File: src/rtl/uart_tx_sequencer_if.sv
// Peripheral bus bundle shared by the UART transmit sequencer.
// The master drives strobes, address and write data. The slave returns
// read data combinationally in the same cycle.
interface uart_tx_sequencer_if;
  logic        bus_rd;
  logic        bus_wr;
  logic [31:0] bus_addr;
  logic [31:0] bus_wdata;
  logic [31:0] bus_rdata;

  modport master (
    output bus_rd,
    output bus_wr,
    output bus_addr,
    output bus_wdata,
    input  bus_rdata
  );

  modport slave (
    input  bus_rd,
    input  bus_wr,
    input  bus_addr,
    input  bus_wdata,
    output bus_rdata
  );
endinterface

File: src/rtl/uart_tx_sequencer.sv
// uart_tx_sequencer: buffers bytes from a hardware source and writes them
// to the UART transmit register. It uses the peripheral bus only in cycles
// the CPU leaves idle, so the CPU always wins the shared bus.
// Optional feature: define UART_TXSEQ_IRQ_EN to add the tx_done_irq pulse
// output, raised once the last queued byte has left the UART.
module uart_tx_sequencer #(
  parameter int          DEPTH      = 4,
  parameter logic [31:0] TXD_ADDR   = 32'h4000_0018,
  parameter logic [31:0] CON_ADDR   = 32'h4000_0020,
  parameter int          SETTLE_MAX = 8
) (
  input  logic                     clk,
  input  logic                     reset,
  input  logic                     cpu_rd,
  input  logic                     cpu_wr,
  input  logic [31:0]              cpu_addr,
  input  logic [31:0]              cpu_wdata,
  output logic [31:0]              cpu_rdata,
  uart_tx_sequencer_if.master      bus,
  input  logic                     s_valid,
  input  logic [7:0]               s_data,
  output logic                     s_ready,
  output logic                     busy,
  output logic [$clog2(DEPTH):0]   fifo_count
`ifdef UART_TXSEQ_IRQ_EN
  ,
  output logic                     tx_done_irq
`endif
);

  localparam int AW = $clog2(DEPTH);
  localparam int SW = (SETTLE_MAX > 1) ? $clog2(SETTLE_MAX) : 1;
  localparam logic [AW:0]   DEPTH_C     = (AW+1)'(DEPTH);
  localparam logic [SW-1:0] SETTLE_LAST = SW'(SETTLE_MAX - 1);

  typedef enum logic [2:0] {IDLE, POLL, WRITE, SETTLE, DRAIN} state_t;

  state_t        state, state_nxt;
  logic [SW-1:0] settle_cnt, settle_nxt;

  logic [7:0]    mem [DEPTH];
  logic [AW-1:0] wr_ptr, rd_ptr;
  logic [AW:0]   count;

  logic          cpu_act, grant, push, pop;
  logic          seq_rd, seq_wr;
  logic [31:0]   seq_addr, seq_wdata;
  logic          uart_busy, uart_en;

  assign cpu_act   = cpu_rd | cpu_wr;
  assign grant     = ~cpu_act;
  assign uart_busy = bus.bus_rdata[4];
  assign uart_en   = bus.bus_rdata[0];

  assign s_ready    = (count < DEPTH_C);
  assign push       = s_valid & s_ready;
  // Pop only when the TXD write actually reaches the bus.
  assign pop        = (state == WRITE) & grant;
  assign fifo_count = count;
  assign busy       = (count != '0) | (state != IDLE);
  assign cpu_rdata  = cpu_rd ? bus.bus_rdata : 32'h0;

  // FIFO storage; contents are don't-care until pushed, so no reset.
  always_ff @(posedge clk) begin
    if (push) mem[wr_ptr] <= s_data;
  end

  // FIFO pointers and occupancy; pointers wrap naturally at DEPTH.
  always_ff @(posedge clk or negedge reset) begin
    if (!reset) begin
      wr_ptr <= '0;
      rd_ptr <= '0;
      count  <= '0;
    end else begin
      if (push) wr_ptr <= wr_ptr + 1'b1;
      if (pop)  rd_ptr <= rd_ptr + 1'b1;
      case ({push, pop})
        2'b10:   count <= count + 1'b1;
        2'b01:   count <= count - 1'b1;
        default: count <= count;
      endcase
    end
  end

  // FSM state and settle counter registers.
  always_ff @(posedge clk or negedge reset) begin
    if (!reset) begin
      state      <= IDLE;
      settle_cnt <= '0;
    end else begin
      state      <= state_nxt;
      settle_cnt <= settle_nxt;
    end
  end

  // Next-state and sequencer bus request; nothing advances while the CPU owns the bus.
  always_comb begin
    state_nxt  = state;
    settle_nxt = settle_cnt;
    seq_rd     = 1'b0;
    seq_wr     = 1'b0;
    seq_addr   = 32'h0;
    seq_wdata  = 32'h0;
    case (state)
      IDLE: begin
        if (grant && count != '0) state_nxt = POLL;
      end
      POLL: begin
        seq_rd   = 1'b1;
        seq_addr = CON_ADDR;
        if (grant && !uart_busy && uart_en) state_nxt = WRITE;
      end
      WRITE: begin
        seq_wr    = 1'b1;
        seq_addr  = TXD_ADDR;
        seq_wdata = {24'h0, mem[rd_ptr]};
        if (grant) begin
          settle_nxt = '0;
          state_nxt  = SETTLE;
        end
      end
      SETTLE: begin
        // Give the UART a bounded window to raise busy after the write.
        seq_rd   = 1'b1;
        seq_addr = CON_ADDR;
        if (grant) begin
          if (uart_busy || settle_cnt == SETTLE_LAST) state_nxt  = DRAIN;
          else                                        settle_nxt = settle_cnt + 1'b1;
        end
      end
      DRAIN: begin
        seq_rd   = 1'b1;
        seq_addr = CON_ADDR;
        if (grant && !uart_busy) state_nxt = (count != '0) ? POLL : IDLE;
      end
      default: state_nxt = IDLE;
    endcase
  end

  // Bus mux: CPU passes straight through; otherwise the sequencer request (zeros when idle).
  always_comb begin
    if (cpu_act) begin
      bus.bus_rd    = cpu_rd;
      bus.bus_wr    = cpu_wr;
      bus.bus_addr  = cpu_addr;
      bus.bus_wdata = cpu_wdata;
    end else begin
      bus.bus_rd    = seq_rd;
      bus.bus_wr    = seq_wr;
      bus.bus_addr  = seq_addr;
      bus.bus_wdata = seq_wdata;
    end
  end

`ifdef UART_TXSEQ_IRQ_EN
  // One-cycle pulse after the final DRAIN->IDLE transition.
  always_ff @(posedge clk or negedge reset) begin
    if (!reset) tx_done_irq <= 1'b0;
    else        tx_done_irq <= (state == DRAIN) && (state_nxt == IDLE);
  end
`endif

endmodule

File: src/flat_wrapper.sv
// flat-port wrapper written by rule: the top's interface ports become plain ports
module uart_tx_sequencer_flat 
#(
  parameter int          DEPTH      = 4,
  parameter logic [31:0] TXD_ADDR   = 32'h4000_0018,
  parameter logic [31:0] CON_ADDR   = 32'h4000_0020,
  parameter int          SETTLE_MAX = 8
)
  (clk, reset, cpu_rd, cpu_wr, cpu_addr, cpu_wdata, cpu_rdata, s_valid, s_data, s_ready, busy, fifo_count, bus_bus_rd, bus_bus_wr, bus_bus_addr, bus_bus_wdata, bus_bus_rdata);
  uart_tx_sequencer_if bus_i ();
  input  logic clk;
  input  logic reset;
  input  logic cpu_rd;
  input  logic cpu_wr;
  input  logic [31:0] cpu_addr;
  input  logic [31:0] cpu_wdata;
  output logic [31:0] cpu_rdata;
  input  logic s_valid;
  input  logic [7:0] s_data;
  output logic s_ready;
  output logic busy;
  output logic [$clog2(DEPTH):0] fifo_count;
  output wire logic [$bits(bus_i.bus_rd)-1:0] bus_bus_rd;
  output wire logic [$bits(bus_i.bus_wr)-1:0] bus_bus_wr;
  output wire logic [$bits(bus_i.bus_addr)-1:0] bus_bus_addr;
  output wire logic [$bits(bus_i.bus_wdata)-1:0] bus_bus_wdata;
  input wire logic [$bits(bus_i.bus_rdata)-1:0] bus_bus_rdata;
  assign bus_bus_rd = bus_i.bus_rd;
  assign bus_bus_wr = bus_i.bus_wr;
  assign bus_bus_addr = bus_i.bus_addr;
  assign bus_bus_wdata = bus_i.bus_wdata;
  assign bus_i.bus_rdata = bus_bus_rdata;
  uart_tx_sequencer #(.DEPTH(DEPTH), .TXD_ADDR(TXD_ADDR), .CON_ADDR(CON_ADDR), .SETTLE_MAX(SETTLE_MAX)) u_core (.clk(clk), .reset(reset), .cpu_rd(cpu_rd), .cpu_wr(cpu_wr), .cpu_addr(cpu_addr), .cpu_wdata(cpu_wdata), .cpu_rdata(cpu_rdata), .bus(bus_i), .s_valid(s_valid), .s_data(s_data), .s_ready(s_ready), .busy(busy), .fifo_count(fifo_count));
endmodule
File: config.mk
export PLATFORM = sky130hd
export DESIGN_NAME = uart_tx_sequencer_flat
export DESIGN_NICKNAME = d
export VERILOG_FILES = /design/src/rtl/uart_tx_sequencer_if.sv /design/src/rtl/uart_tx_sequencer.sv /design/src/flat_wrapper.sv
export SDC_FILE = /design/constraint.sdc
export NUM_CORES = 1
export LEC_CHECK = 0
export ABC_AREA = 1
export BUFFER_PORTS_ARGS = -buffer_cell sky130_fd_sc_hd__buf_4
export CORE_MARGIN = 5
export CORE_UTILIZATION = 40
export CTS_BUF_LIST = sky130_fd_sc_hd__clkbuf_8
export DETAILED_ROUTE_END_ITERATION = 8
export MAX_ROUTING_LAYER = met4
export PLACE_DENSITY = 0.91
export SLEW_MARGIN = 0
export SYNTH_ARGS = -nofsm -noshare
export SYNTH_HDL_FRONTEND = slang
export SYNTH_SLANG_ARGS = --single-unit
File: constraint.sdc
create_clock -name clk -period 5.88 [get_ports clk]
set_input_delay 0.588 -clock clk [delete_from_list [all_inputs] [get_ports clk]]
set_output_delay 0.588 -clock clk [all_outputs]
set_load 0.01 [all_outputs]
Yosys cells after proc, flatten, opt, wreduce, memory -nomap -nowiden --
Memory sizes are Yosys's and may differ from the RTL's. Index checks and enable logic that the tools add are counted.
Word-level totals: input port bits 109, register bits after elaboration 13, memories kept 1, output and inout bits 103, bits in writable memories 32
Memory list:
- u_core.mem | words 4, bits a word 8, read ports 1, clocked after memory_dff 0, write ports 1, RTL line uart_tx_sequencer.sv:41 | logic [7:0] mem [DEPTH];
Cells by class: add/subtract/negate cells 5, equality and inequality tests 14, reduce and logical (&&, ||, !) cells 13, bitwise operators 5, muxes and demuxes 24, magnitude comparators 1
Operator list (number):
- two-way mux 32 bit | 3
- one-hot mux 31 bit (2 select lines) | 1
- two-way mux 3 bit | 9
- one-hot mux 3 bit (5 select lines) | 1
- one-hot mux 3 bit (2 select lines) | 2
- two-way mux 8 bit | 1
- != test 2 x 1 -> 1 bit (second input constant) | 4
- two-way mux 1 bit | 7
- adder 3 x 1 -> 3 bit (second input constant) | 2
- equality test 3 x 2 -> 1 bit (second input constant) | 2
- equality test 3 bit (second input constant) | 2
- != test 2 bit (second input constant) | 3
- AND reduction 6 bit | 1
- nonzero test 3 bit | 2
- adder 2 x 1 -> 2 bit (second input constant) | 2
- AND reduction 4 bit | 1
- nonzero test 2 bit | 2
- equality test 3 x 1 -> 1 bit (second input constant) | 1
- logical AND 1 bit | 3
- logical NOT 3 bit | 1
- < comparator 3 bit (second input constant) | 1
- OR reduction 3 bit | 1
- subtractor 3 x 1 -> 3 bit (second input constant) | 1
- bitwise AND 1 bit | 2
- other kinds (6) | 7

Longest topological paths before layout --
depth in word-level cells 6, mapped depth 11, depth with buffers taken out 9

Worst setup path after synthesis --
No wires, ideal clock.
kind input port to flip-flop, start input port cpu_rd, end register u_core.count[2], in the netlist u_core.fifo_count[2], arrival time 1.998 ns, cell stages on the path 11, slack 3.751 ns, library setup time 0.131 ns, path buffers 2, cells stage by stage buf_6 > clkinv_4 > nand2_4 > nor2_4 > buf_6 > ha_1 > inv_1 > fa_1 > a21oi_1 > o21ai_0 > xor2_1
Between the ends: word-level cells in the longest chain between the ends 5
RTL lines:
- start: declaration | RTL line flat_wrapper.sv:13 | input logic cpu_rd;
- bitwise OR 1 bit * | RTL line uart_tx_sequencer.sv:50 | assign cpu_act = cpu_rd | cpu_wr;
- inverter 1 bit * | RTL line uart_tx_sequencer.sv:51 | assign grant = ~cpu_act;
- bitwise AND 1 bit * | RTL line uart_tx_sequencer.sv:58 | assign pop = (state == WRITE) & grant;
- equality test 2 x 1 -> 1 bit or equality test 2 bit (tied branches) | RTL line uart_tx_sequencer.sv:77 | case ({push, pop})
- one-hot mux 3 bit (2 select lines) or nonzero test 2 bit (tied branches)
- end signal: assignment | RTL line uart_tx_sequencer.sv:78 | 2'b10: count <= count + 1'b1;
- end signal: assignment | RTL line uart_tx_sequencer.sv:79 | 2'b01: count <= count - 1'b1;
- end signal: assignment | RTL line uart_tx_sequencer.sv:80 | default: count <= count;
- end: declaration | RTL line uart_tx_sequencer.sv:43 | logic [AW:0] count;
Mark *: on every way between the ends. The rest lies on a longest branch, timed or not. A chain may end at the register's enable or synchronous reset.

Worst setup path after layout --
start input port cpu_rd, end output port bus_bus_addr[30]
Between the ends: word-level cells in the longest chain between the ends 2
RTL lines:
- bitwise OR 1 bit | RTL line uart_tx_sequencer.sv:50
- two-way mux 32 bit | RTL line uart_tx_sequencer.sv:142 | if (cpu_act) begin
- end: declaration | RTL line flat_wrapper.sv:25 | output wire logic [$bits(bus_i.bus_addr)-1:0] bus_bus_addr;
No other way between the ends.

==> impl_results.md <==
* Clk pwr share at 17.3%
* Largest net degree at the start of global routing at 55
* Peak VDD IR at between 0.3 and 0.4 mV
* Port Buf Inserts at 211
* Max incr delay on CP at 0.64 ns
* Worst-path cell chain: buf_4 > clkinv_4 > nand2_4 > inv_2 > nand2_1 > nand3_1 > buf_4
* CP Data Required Time at roughly 5.3 ns
* WL per Instance at around 15 µm
* Combinational power share at between 40% and 50%
* Cell count after synthesis at 403
* CP bufs+invs at 4
* Final setup viols at 0
* Hold_buf cts at 0
* Ratio of cells with drive above 1 in the final layout at 38.5%
* Pwr dens at roughly 270 nW/µm²
* Most frequent cells in the layout: buf_4 (211), inv_1 (101), nand2_1 (92)
* Layout Skew at 0.00503 ns
* # DRC at 0
* CTS Sinks at 45
* Initial antenna violation count at 0
* Most common cell after layout, fill and taps aside: buf_4
* Core area at around 7100 µm²
* # nets final at between 700 and 800
* CTS Buf Count at 5
* DRT Pass-1 Iters at 5
* Minimum clock period at 2.78 ns
* Routed WL at 10500 µm
* Synthesized flop and latch total at 45
* Final worst-path cycle share at between 40% and 50%
* Post-route cell area at 4630 µm²
* Ys Warns at 0
* Global route overflow at 0
* HP Class: input port to asynchronous set/reset pin
* Vias after detailed routing at 3193
* Final hold violations at 0
* # IOs at 212
* Achievable Freq at between 0.3 and 0.4 GHz
* Area of the die at 9030 µm²
* Die Y at about 95 µm
* Global-route usage over all layers at 22.6%
* Vias per cell at about 4.5
* Synth cell types at 29
* Root Driver: clkbuf_8
* Post-DP HPWL at around 8700 µm
* Setup WS post-layout at roughly 3.1 ns
* Diodes inserted at 0
* Htree depth at 2
* Clk pin slew, worst setup/hold paths at 0.07 ns
* Crit Path Class: input port to output pin
* DP Worst Slack at 3.08 ns
* Lkg Pwr at 0.00275 µW
* Top delay family on crit path: buffers and inverters
* Synth area leader: edfxtp_1
* Synth Cell Area at 2890 µm²
* Area grow syn2layout at 59.9%
* Syn_area_per_cell at 7.18 µm²
* Sw Pwr at 486 µW
* Crit-path slowest cell: inv_2
* Placed inst area at 4520 µm²
* Pint at around 800 µW
* Routability Congestion at between 0.8 and 0.9
* Die width at 95.0 µm
* Max-slew violations at 0
* Setup repair after global routing missed its margin: no
* Site row count at 31
* Seq pwr share at 37.1%
* DR iter-0 viols at about 130
* TNS Setup at 0 ns
* Synth top area share at 33.2%
* Post-Syn Nets at between 500 and 600
* First-pass GRT wire length at 15200 µm
* Initial core utilization at 40.5%
* Critical Path AT at ~2.2 ns
* Rel. slew slack at 43.9%
* Element type at the critical path start: input port
* Critical path capture point type: output pin
* Vias in the first global route at a little over 3000
* Sequential-to-total area share from yosys stat at 44.5%
* Outcome: complete, no violations
* Min Hold Slack at 0.118 ns
* Max Fanout on Critical Path at 54
* Max-cap violations at 0
* PostCTS Resize Cnt at 0
* Final Non-Filler Cells at 707
* DRT antenna net count at 0
* Max Buffers Root-to-Sink at 2
* Clock Latency Late Sink at 0.30 ns
* CTS tree: built
* Synth top area cells: edfxtp_1 (33%), inv_1 (13%), nand2_1 (12%), dfrtp_1 (11%), nor2_1 (10%)
* Placed Cells at 699
* Post-CTS setup buffers at 0
* Slew @ Worst Pin at 0.840 ns
* Most used cell, CP: buf_4
* Net Sw Frac at a little under two fifths
-- registers in the layout (all words and copies together), names as in the netlist --
| name | count |
|---|---|
| u_core.fifo_count | 3 |
| u_core.settle_cnt | 3 |
| u_core.mem | 32 |
| u_core.state | 3 |
| u_core.rd_ptr | 2 |
| u_core.wr_ptr | 2 |
-- per-stage QoR --
stage,power (µW),utilization (%)
2_1_floorplan,816,-
3_3_place_gp,1030,63.3
3_5_place_dp,1050,63.3
4_1_cts,1280,64.8
5_1_grt,1370,64.8
6_report,1270,64.8
-- area by class of cell --
type	instances	area, µm²
clock inverters	3	37.5
flip-flops and latches	45	1290
repair buffers	211	1580
fillers	628	2510
clock buffers	5	68.8
well taps	99	124
inverters	107	407
multi-input cells	237	1120
-- synthesized netlist by cell type --
cell and count:
buf_2 8, nor2_1 80, nand2_1 92, nand3_1 11, edfxtp_1 32, or2_4 1, nor2_2 2, inv_2 5
xor2_1 3, mux2i_1 1, buf_4 1, xnor2_1 1, clkbuf_1 3, nor2_4 1, a21oi_1 2, o22ai_1 8
buf_6 2, clkinv_1 1, o21ai_0 19, nand3_2 2, xor2_2 1, fa_1 1, nand2_4 2, inv_1 100
dfrtp_1 13, clkinv_4 1, ha_1 7, nand2_2 2, nand4_1 1
-- metal layers --
metal  up-vias  wire length [µm]  track usage, %  share of wire [%]
li1       1591                 -               -                  -
met1      1460              3960            26.2                 38
met2       130              5450            38.9                 52
met3        12               915            4.89                8.7
met4         0               202            7.45                1.9
met5         -                 0               -                  0
-- power by group through the flow --
stage	Combinational [µW]	Sequential, µW	Clock, µW
2_1_floorplan	364	452	0
3_3_place_gp	553	473	0
3_5_place_dp	576	478	0
4_1_cts	582	471	225
5_1_grt	646	480	240
6_report	579	472	220
-- cells by family (layout without fill, tap and decap cells) --
logic type	Yosys count	after routing	share of synthesized area (%)
fa+ha+maj	8	8	3.72
xor+xnor	5	5	1.77
flops	45	45	44.5
mux	1	1	0.346
compound gates	29	29	5.36
buf+inv	121	326	16.9
simple gates	194	194	27.5
-- path summary, 6_finish.rpt --
| check | from | end | slack [ns] | depth (start not counted) |
|---|---|---|---|---|
| min in group clk | s_data[6] | u_core.mem[2][6] | 0.48 | 1 |
| max reg2reg | u_core.state[0] | u_core.fifo_count[2] | 3.55 | 9 |
| max | cpu_rd | bus_bus_addr[30] | 3.10 | 7 |
| min | reset | u_core.fifo_count[0] | 0.12 | 1 |
| max in group asynchronous | reset | u_core.wr_ptr[1] | 5.59 | 1 |
| min reg2reg | u_core.settle_cnt[0] | u_core.settle_cnt[0] | 0.51 | 1 |
No activity file was read; power rests on OpenSTA's default activity.
